### src/rtl/split_two_outputs.sv
// Fan-out stage: pops one sample from the input FIFO and pushes identical copies
// into two output FIFOs. Each output drains independently of the other.
module split_two_outputs #(
   parameter int DATA_WIDTH = 32,
   parameter int CNT_WIDTH  = 32
) (
   input  logic                         clock,
   input  logic                         reset,
   output logic                         in_rd_en,
   input  logic                         in_empty,
   input  logic signed [DATA_WIDTH-1:0] in_dout,
   output logic                         outA_wr_en,
   input  logic                         outA_full,
   output logic signed [DATA_WIDTH-1:0] outA_din,
   output logic                         outB_wr_en,
   input  logic                         outB_full,
   output logic signed [DATA_WIDTH-1:0] outB_din,
   output logic        [CNT_WIDTH-1:0]  sample_count,
   output logic                         busy
);

   typedef enum logic [1:0] {
      S_LOAD = 2'b00,
      S_SEND = 2'b01
   } state_t;

   state_t                         state, state_n;
   logic signed [DATA_WIDTH-1:0]   data, data_n;
   logic                           pend_a, pend_a_n;
   logic                           pend_b, pend_b_n;
   logic        [CNT_WIDTH-1:0]    count, count_n;

   always_ff @(posedge clock or posedge reset) begin
      if (reset) begin
         state  <= S_LOAD;
         data   <= '0;
         pend_a <= 1'b0;
         pend_b <= 1'b0;
         count  <= '0;
      end else begin
         state  <= state_n;
         data   <= data_n;
         pend_a <= pend_a_n;
         pend_b <= pend_b_n;
         count  <= count_n;
      end
   end

   // A sample retires only once both pending flags are clear, so a stalled
   // branch holds the data without re-pushing to the branch already served.
   always_comb begin
      state_n  = state;
      data_n   = data;
      pend_a_n = pend_a;
      pend_b_n = pend_b;
      count_n  = count;
      case (state)
         S_LOAD: begin
            if (!in_empty) begin
               data_n   = in_dout;
               pend_a_n = 1'b1;
               pend_b_n = 1'b1;
               state_n  = S_SEND;
            end
         end
         S_SEND: begin
            if (outA_wr_en) pend_a_n = 1'b0;
            if (outB_wr_en) pend_b_n = 1'b0;
            if (!pend_a_n && !pend_b_n) begin
               count_n = count + CNT_WIDTH'(1);
               state_n = S_LOAD;
            end
         end
         default: begin
            state_n  = S_LOAD;
            pend_a_n = 1'b0;
            pend_b_n = 1'b0;
         end
      endcase
   end

   always_comb begin
      in_rd_en   = 1'b0;
      outA_wr_en = 1'b0;
      outB_wr_en = 1'b0;
      busy       = 1'b0;
      case (state)
         S_LOAD: in_rd_en = !in_empty;
         S_SEND: begin
            busy       = 1'b1;
            outA_wr_en = pend_a && !outA_full;
            outB_wr_en = pend_b && !outB_full;
         end
         default: ;
      endcase
      outA_din = outA_wr_en ? data : '0;
      outB_din = outB_wr_en ? data : '0;
   end

   assign sample_count = count;

endmodule

### config.mk
export PLATFORM = sky130hd
export DESIGN_NAME = split_two_outputs
export DESIGN_NICKNAME = d
export VERILOG_FILES = /design/src/rtl/split_two_outputs.sv
export SDC_FILE = /design/constraint.sdc
export NUM_CORES = 1
export LEC_CHECK = 0
export ABC_CLOCK_PERIOD_IN_PS = 4000
export CAP_MARGIN = 10
export CELL_PAD_IN_SITES_DETAIL_PLACEMENT = 0
export CELL_PAD_IN_SITES_GLOBAL_PLACEMENT = 1
export CORE_ASPECT_RATIO = 1.4
export CORE_MARGIN = 3
export CORE_UTILIZATION = 34
export DETAILED_ROUTE_END_ITERATION = 10
export PLACE_DENSITY_LB_ADDON = 0.1
export SYNTH_ARGS = -nofsm -noshare
export SYNTH_HDL_FRONTEND = slang
export SYNTH_SLANG_ARGS = --single-unit
### constraint.sdc
create_clock -name clock -period 4 [get_ports clock]
set_input_delay 0.6 -clock clock [delete_from_list [all_inputs] [get_ports clock]]
set_output_delay 0.6 -clock clock [all_outputs]
set_load 0.1 [all_outputs]
==> results of run 1 <==
[Yosys cell counts, drive strengths merged (2+ instances only)]
cell     n  area share
a211o    2      0.0055
or4      2      0.0059
a21oi    2      0.0032
xor2    15       0.041
mux2    33        0.12
clkbuf  10       0.012
xnor2   16       0.044
or2      3      0.0059
nand4    8       0.018
nand2   12       0.014
nand3    6      0.0095
nor2    13       0.015
dfrtp   67        0.53
nor3     8       0.013
and2    64        0.13
inv      9       0.011
[logic make-up after synthesis]
logic type / Yosys count / synth area share
AO/OA/AOI/OAI: 7 / 0.01616
XOR/XNOR: 31 / 0.08550
adder cells (fa/ha/maj): 1 / 0.003939
buffers and inverters: 20 / 0.02600
flip-flops: 67 / 0.5280
multiplexers: 33 / 0.1170
AND/OR/NAND/NOR: 121 / 0.2234
[power by group through the flow]
stage / registers (mW) / clock network, mW / logic (mW)
floorplan: 1.25 / 0 / 1.50
global placement: 1.05 / 0 / 2.14
detailed placement: 1.06 / 0 / 2.16
CTS: 1.05 / 0.880 / 2.16
global route: 1.09 / 0.913 / 2.23
finish: 1.05 / 0.851 / 2.14
[layer usage]
layer | GRT usage | part of all wire
met1 | 0.1933 | 0.42
met2 | 0.2429 | 0.49
met3 | 0.03817 | 0.069
met4 | 0.07198 | 0.021
met5 | 0 | 0
[metrics by stage]
stage	instance area, µm²	setup WS, ns
after floorplan	3177	0.02375
after global placement	4502	1.278
after detailed placement	4502	1.273
after CTS	4830	1.319
after global routing	4830	1.213
final	4830	1.326
[flip-flops by register name, summed over array words and instances (netlist names)]
signal,count
data,32
pend_a,1
pend_b,1
sample_count,32
state,1
[worst max-delay path, delay by kind of cell]
family	cells	cell delay (ns)
buffers and inverters	3	1.08
AND/OR/NAND/NOR	2	0.39
[layout make-up]
class                           count  area, µm²  share of cell area
Multi-Input combinational cell    193       1434              0.2969
Sequential cell                    67       1677              0.3472
Clock buffer                       11      252.7             0.05233
Inverter                            9      33.78            0.006995
Timing Repair Buffer              140       1224              0.2534
Tap cell                          107      133.9             0.02772
Clock inverter                      5      75.07             0.01554
[worst max path at each step]
| stage | cells after the start | slack (ns) | end | from |
|---|---|---|---|---|
| after floorplan | 4 | 0.02 | outA_din[22] | state[0] |
| after global placement | 6 | 1.28 | sample_count[27] | outA_full |
| after detailed placement | 6 | 1.27 | sample_count[27] | outA_full |
| after CTS | 5 | 1.32 | outB_din[30] | outB_full |
| after global routing | 5 | 1.21 | outB_din[29] | outB_full |
| final | 5 | 1.33 | outB_din[2] | outB_full |
==> metrics.md, run 1 <==
| Metric | Value |
|---|---|
| Hold Path Origin | sample_count[31] |
| All-layer global routing usage | 0.1532 |
| CP peak stage delay | 0.48 ns |
| Setup-failing EPs final | 0 |
| Crit start category | input pin |
| Combinational share of power | 0.530 |
| Final net count | ~460 |
| Detailed-router iteration count before antenna repair | 4 |
| Vias in the first global route | 2472 |
| Seq/Total Area, Yosys | 0.5280 |
| Grt total ovfl | 0 |
| Pwr Total | just over 4 mW |
| Min cycle time layout | 2.674 ns |
| CTS clk-pin slew, worst paths | roughly 0.05 ns |
| Most frequent cells in the layout | buf_4, clkdlybuf4s50_1, dfrtp_1, and2_1, mux2_2 |
| Layout area overhead | 52.09% |
| Chip width | 87.68 µm |
| Sequential Power Share | 0.259 |
| Most used cell, CP | buf_4 |
| Syn_nets | about 320 |
| Clk sinks | between 60 and 70 |
| Setup Buffers After CTS | 0 |
| Hold buffer count at CTS | 0 |
| Clock power frac | 0.211 |
| H-tree Lvls | 3 |
| TritonCTS Buffers | 9 |
| Hold path cells | 1 |
| Setup TNS | 0 ns |
| Flop2flop setup slack | about 1.8 ns |
| Die Y | 120.4 µm |
| CP Capture Type | output port |
| Core area | 9080 µm² |
| Max-Cap Viols | 0 |
| Deepest clock path buffer count | 2 |
| Slowest CP cell | clkdlybuf4s50_1 |
| Warnings, synthesis | 0 |
| Wire per inst | about 14 µm |
| Share of layout cells above drive strength 1 | 0.3035 |
| Port bufs | roughly 140 |
| Maximum clock frequency | between 0.3 and 0.4 GHz |
| Synthesized area per cell | roughly 11 µm² |
| Number of synthesized register bits | between 60 and 70 |
| Post-synth ARST share | 1.000 |
| Worst Hold End | sample_count[31] |
| Initial antenna violation count | 0 |
| Run status | complete, no violations |
| CTS root buf | clkbuf_16 |
| Synth Cell Area | between 3000 and 4000 µm² |
| Clock Latency Late Sink | between 0.3 and 0.4 ns |
| Number of vias per cell | approximately 4.6 |
| CP arrival | 2.07 ns |
| Die area | 10550 µm² |
| CP max FO | 33 |
| RD Place Congestion | ~0.72 |
| Psw | around 2.0 mW |
| Hold Crit Class | register to register |
| Largest net degree at the start of global routing | 39 |
| Max-slew violations | 0 |
| Fillers | about 830 |
| Relative slew slack | 0.3363 |
| RR Endpoint | sample_count[27] |
| Skew final | approximately 0.0035 ns |
| CP cell instances | clkdlybuf4s50_1, nor3_2, buf_4, and2_1, buf_4 |
| Worst EP required | between 3 and 4 ns |
| Worst setup path class | input pin to output port |
| Switch share | 0.5018 |
| PostCTS Resize Cnt | 0 |
| Dpl hpwl | 5577 µm |
| Ant diodes | 0 |
| Synth cell types | 29 |
| TritonCTS clock tree | done |
| Final Instance Count excl. Fillers | 532 |
| Post-synth EDFFs | 0 |
| Maximum VDD drop | approximately 340 µV |
| Drt total wl | 7539 µm |
| Via count | about 2500 |
| Power density over the cells | ~840 nW/µm² |
| Final period utilization | 0.6685 |
| Final hold vios | 0 |
| Antenna-violating nets left | 0 |
| Worst-margin pin slew | ~1 ns |
| Primary FF master, synth | dfrtp_1 |
| Reg2Reg Depth | 5 |
| IO Pins | roughly 140 |
| Worst hold margin | ~0.47 ns |
| Placed cells | ~520 |
| Synthesized instance count | 280 |
| Final Util | 0.5319 |
| RSZ-0062 raised after global routing | false |
| Drt drc | 0 |
| P_leak | ~2.2 nW |
| R2R Path Start | sample_count[5] |
| Detailed Route Iter0 Violations | 51 |
| Starting Density | 0.3497 |
| Power Internal | 2.010 mW |
| FP Rows | slightly above 40 |
| Commonest non-fill, non-tap cell in the layout | buf_4 |
| First-pass GRT wire length | between 10000 and 15000 µm |
No activity file was read; power rests on OpenSTA's default activity.
==> run 2, diff against run 1 <==
- ABC_CLOCK_PERIOD_IN_PS: 4000 -> 2800
- CORE_UTILIZATION: 34 -> 32
- clock period: 4 -> 2.8 ns (I/O delays scaled with it)
==> metrics.md, run 2 (same netlist as run 1, synthesis figures left out) <==
| Metric | Value |
|---|---|
| Relative slew slack | 0.6589 |
| RSZ-0062 raised after global routing | false |
| Max-slew violations | 0 |
| Most frequent cells in the layout | buf_12, dfrtp_1, and2_1, clkdlybuf4s50_1, buf_4 |
| Grt total ovfl | 0 |
| Setup WS post-layout | between 0.5 and 0.6 ns |
| Clock Latency Late Sink | approximately 0.33 ns |
| Worst EP required | 2.38 ns |
| Flop2flop setup slack | between 0.6 and 0.7 ns |
| Ant diodes | 0 |
| Largest net degree at the start of global routing | 48 |
| P_leak | 2.503 nW |
| Worst-margin pin slew | slightly above 0.5 ns |
| First-pass GRT wire length | roughly 13000 µm |
| Clk sinks | 67 |
| Detailed-router iteration count before antenna repair | 4 |
| TritonCTS clock tree | done |
| Run status | complete, no violations |
| CTS root buf | clkbuf_16 |
| CP arrival | between 1.5 and 2 ns |
| Hold Crit Class | input pin to async pin |
| Final instance area | between 5000 and 6000 µm² |
| Maximum VDD drop | ~480 µV |
| CTS clk-pin slew, worst paths | around 0.06 ns |
| H-tree Lvls | 3 |
| Initial antenna violation count | 0 |
| Vias in the first global route | roughly 2500 |
| Final net count | approximately 460 |
| Detailed Route Iter0 Violations | 54 |
| Commonest non-fill, non-tap cell in the layout | buf_12 |
| Final hold vios | 0 |
| Dpl hpwl | 6242 µm |
| CP peak stage delay | between 0.4 and 0.5 ns |
| Die area | 11170 µm² |
| Setup-failing EPs final | 0 |
| Slowest CP cell | clkdlybuf4s50_1 |
| Final period utilization | 0.8203 |
| Drt drc | 0 |
| Min cycle time layout | approximately 2.3 ns |
| Antenna-violating nets left | 0 |
| Hold buffer count at CTS | 0 |
| Number of vias per cell | around 4.5 |
| Port bufs | about 140 |
| Setup Buffers After CTS | 0 |
| Drt total wl | 8378 µm |
| FP Rows | 42 |
| Share of layout cells above drive strength 1 | 0.4212 |
| Skew final | 0.004524 ns |
| Maximum clock frequency | around 0.44 GHz |
| Setup WS pre-CTS | between 0.3 and 0.4 ns |
| Chip width | around 90 µm |
| Core area | approximately 9600 µm² |
| Power density over the cells | 1136 nW/µm² |
| IO Pins | roughly 140 |
| Wire per inst | around 15 µm |
| All-layer global routing usage | 0.1545 |
| CP Capture Type | output port |
| RD Place Congestion | between 0.7 and 0.8 |
| Max-Cap Viols | 0 |
| Dpl cell area | ~5300 µm² |
| Crit start category | input pin |
| CP max FO | 33 |
| Worst setup path class | input pin to output port |
| CP cell instances | clkdlybuf4s50_1, nor3_2, buf_4, and2_1, buf_12 |
| Deepest clock path buffer count | 2 |
| PostCTS Resize Cnt | 0 |
| Die Y | roughly 120 µm |
| Pwr Total | 6.431 mW |
| Layout area overhead | 78.25% |
| TritonCTS Buffers | 9 |
| Via count | between 2000 and 3000 |
| Starting Density | 0.3320 |
| Setup TNS | 0 ns |
-- run 2: worst paths after layout --
path / start / to / cells past startpoint
min: reset / sample_count[7] / 2
min in group clock: sample_count[31] / sample_count[31] / 1
min reg2reg: sample_count[31] / sample_count[31] / 1
max reg2reg: sample_count[5] / sample_count[27] / 5
max in group asynchronous: reset / data[16] / 3
max: outB_full / outB_din[9] / 5
-- run 2: cell type report --
| type | instances | area, µm² |
|---|---|---|
| fillers | 829 | 3904 |
| flip-flops and latches | 67 | 1678 |
| clock inverters | 4 | 72.57 |
| repair buffers | 140 | 2004 |
| clock buffers | 12 | 256.5 |
| inverters | 9 | 33.78 |
| well taps | 132 | 165.2 |
| multi-input cells | 193 | 1450 |
-- run 2: routing by layer --
metal	up-vias	wire, µm	global-route usage	share of wire
li1	1208	-	-	-
met5	-	0	0	0
met2	87	4239	0.2665	0.51
met4	0	128	0.06322	0.015
met1	1198	3587	0.1840	0.43
met3	11	423	0.04109	0.050
-- run 2: worst max-delay path, delay by kind of cell --
family | cells | cell delay (ns)
simple gates | 2 | 0.44
buf+inv | 3 | 1.00
-- run 2: stage by stage --
| step | cells | utilization | hold slack, ns |
|---|---|---|---|
| final | 557 | 0.5918 | 0.4286 |
| after detailed placement | 541 | 0.5574 | 0.4770 |
| after global placement | 541 | 0.5574 | 0.4708 |
| after CTS | 557 | 0.5918 | 0.4400 |
| after global routing | 557 | 0.5918 | 0.4701 |
| after floorplan | 280 | - | 0.4862 |
-- run 2: report_power, final --
part           leakage, nW  internal [mW]  total, mW  switching [mW]
Combinational         1.51           1.30       3.71            2.41
Sequential           0.830           1.27       1.48           0.208
Clock                0.159          0.827       1.24           0.411
Total                 2.50           3.40       6.43            3.03
==> run 3, diff against run 2 <==
- ABC_CLOCK_PERIOD_IN_PS: 2800 -> 2100
- CORE_UTILIZATION: 32 -> 29
- clock period: 2.8 -> 2.1 ns (I/O delays scaled with it)
==> metrics.md, run 3 (same netlist as run 1, synthesis figures left out) <==
| Metric | Value |
|---|---|
| Run status | complete, no violations |
| Vias in the first global route | between 2000 and 3000 |
| Crit start category | input pin |
| CTS clk-pin slew, worst paths | approximately 0.06 ns |
| Max-slew violations | 0 |
| CP arrival | between 1.5 and 2 ns |
| Dpl cell area | approximately 5600 µm² |
| RSZ-0062 raised after global routing | false |
| Skew final | between 0.004 and 0.005 ns |
| TritonCTS Buffers | 9 |
| Maximum clock frequency | a little under 0.5 GHz |
| Detailed Route Iter0 Violations | between 60 and 70 |
| Final period utilization | 0.9645 |
| Commonest non-fill, non-tap cell in the layout | buf_12 |
| Detailed-router iteration count before antenna repair | 4 |
| Setup-failing EPs final | 0 |
| Hold Crit Class | input pin to async pin |
| Ant diodes | 0 |
| Dpl hpwl | around 6500 µm |
| Min cycle time layout | just over 2 ns |
| Worst hold margin | between 0.3 and 0.4 ns |
| Worst-margin pin slew | 0.3909 ns |
| Power density over the cells | roughly 1500 nW/µm² |
| CTS root buf | clkbuf_16 |
| Die Y | 129.8 µm |
| Clk sinks | between 60 and 70 |
| CP max FO | 33 |
| Largest net degree at the start of global routing | 68 |
| Core area | 10520 µm² |
| Combinational share of power | 0.599 |
| Pwr Total | 8.811 mW |
| Relative slew slack | 0.7394 |
| All-layer global routing usage | 0.1461 |
| Drt drc | 0 |
| Setup Buffers After CTS | 0 |
| PostCTS Resize Cnt | 0 |
| Worst EP required | around 1.8 ns |
| Drt total wl | 8685 µm |
| CP Capture Type | output port |
| Power Internal | ~4.6 mW |
| Maximum VDD drop | between 900 and 1000 µV |
| Critical path endpoint | outA_din[1] |
| P_leak | between 2 and 3 nW |
| Deepest clock path buffer count | 2 |
| Share of layout cells above drive strength 1 | 0.6065 |
| Most frequent cells in the layout | buf_12, and2_4, dfrtp_1, buf_4, clkdlybuf4s50_1 |
| Psw | ~4.2 mW |
| First-pass GRT wire length | 13710 µm |
| Final instance area | about 5900 µm² |
| Most used cell, CP | buf_12 |
| Layout area overhead | 87.16% |
| IO Pins | between 100 and 150 |
| Hold buffer count at CTS | 0 |
| Clock Latency Late Sink | roughly 0.32 ns |
| RD Place Congestion | ~0.75 |
| Initial antenna violation count | 0 |
| Slowest CP cell | clkdlybuf4s50_1 |
| Max-Cap Viols | 0 |
| R2R Path Start | sample_count[5] |
| Starting Density | 0.3020 |
| Antenna-violating nets left | 0 |
| Die area | 12260 µm² |
| Number of vias per cell | approximately 4.4 |
| TritonCTS clock tree | done |
| Clock power frac | 0.171 |
| Chip width | 94.44 µm |
| FP Rows | 44 |
| CP peak stage delay | roughly 0.45 ns |
| Flop2flop setup slack | about 0.14 ns |
| RR Endpoint | sample_count[21] |
| Grt total ovfl | 0 |
| Worst setup path class | input pin to output port |
| Wire per inst | 15.24 µm |
| Via count | approximately 2500 |
| Critical path launch point | outA_full |
| Sequential Power Share | 0.230 |
| H-tree Lvls | 3 |
| Switch share | 0.4748 |
| Final hold vios | 0 |
| Port bufs | around 140 |
| CP cell instances | clkdlybuf4s50_1, buf_4, nor3_4, buf_12, and2_2, buf_12 |
| Final net count | 465 |
| Reg2Reg Depth | 5 |
## run 3: cell count changes in the layout (fill, tap and decap cells not counted), moves of 3 or more
cell,delta
and2_1,-47
and2_2,-11
and2_4,+58
buf_4,+5
clkinv_4,+3
dfrtp_1,-21
dfrtp_2,+21
## run 3: worst min-delay path by stage
| stage | cells after the start | end |
|---|---|---|
| after floorplan | 1 | state[0] |
| after global placement | 1 | sample_count[18] |
| after detailed placement | 1 | sample_count[18] |
| after CTS | 3 | sample_count[20] |
| after global routing | 3 | sample_count[17] |
| final | 3 | sample_count[17] |
## run 3: area by class of cell
cell class              count  area, µm²
clock buffers               9      225.2
fillers                   915       4572
well taps                 138      172.7
flip-flops and latches     67       1704
repair buffers            147       2082
inverters                   9      33.78
multi-input cells         193       1648
clock inverters             7      77.57
## run 3: critical path: cells and delay by family
kind | cells | cell delay, ns
buf+inv | 4 | 1.01
simple gates | 2 | 0.38
## run 3: per-layer routing
layer	vias to the layer above	wire length, µm	GRT usage
li1	1218	-	-
met1	1197	3441	0.1702
met2	81	4662	0.2605
met3	8	466	0.02826
met4	0	115	0.06122
met5	-	0	0
## run 3: power by group through the flow
stage / Combinational, mW / Sequential (mW) / Clock, mW
2_1_floorplan: 3.18 / 2.43 / 0
3_3_place_gp: 5.29 / 2.03 / 0
3_5_place_dp: 5.33 / 2.05 / 0
4_1_cts: 5.33 / 2.03 / 1.55
5_1_grt: 5.45 / 2.10 / 1.60
6_report: 5.28 / 2.03 / 1.51
## run 3: through the flow
stage	TNS, ns	utilization	setup WS (ns)	instances
detailed placement	-0.3921	0.5359	-0.06679	554
global placement	-0.08810	0.5359	-0.02475	554
finish	0	0.5652	0.07449	570
global route	0	0.5652	0.0002867	570
CTS	0	0.5647	0.05379	570
floorplan	-2.416	-	-0.1783	280
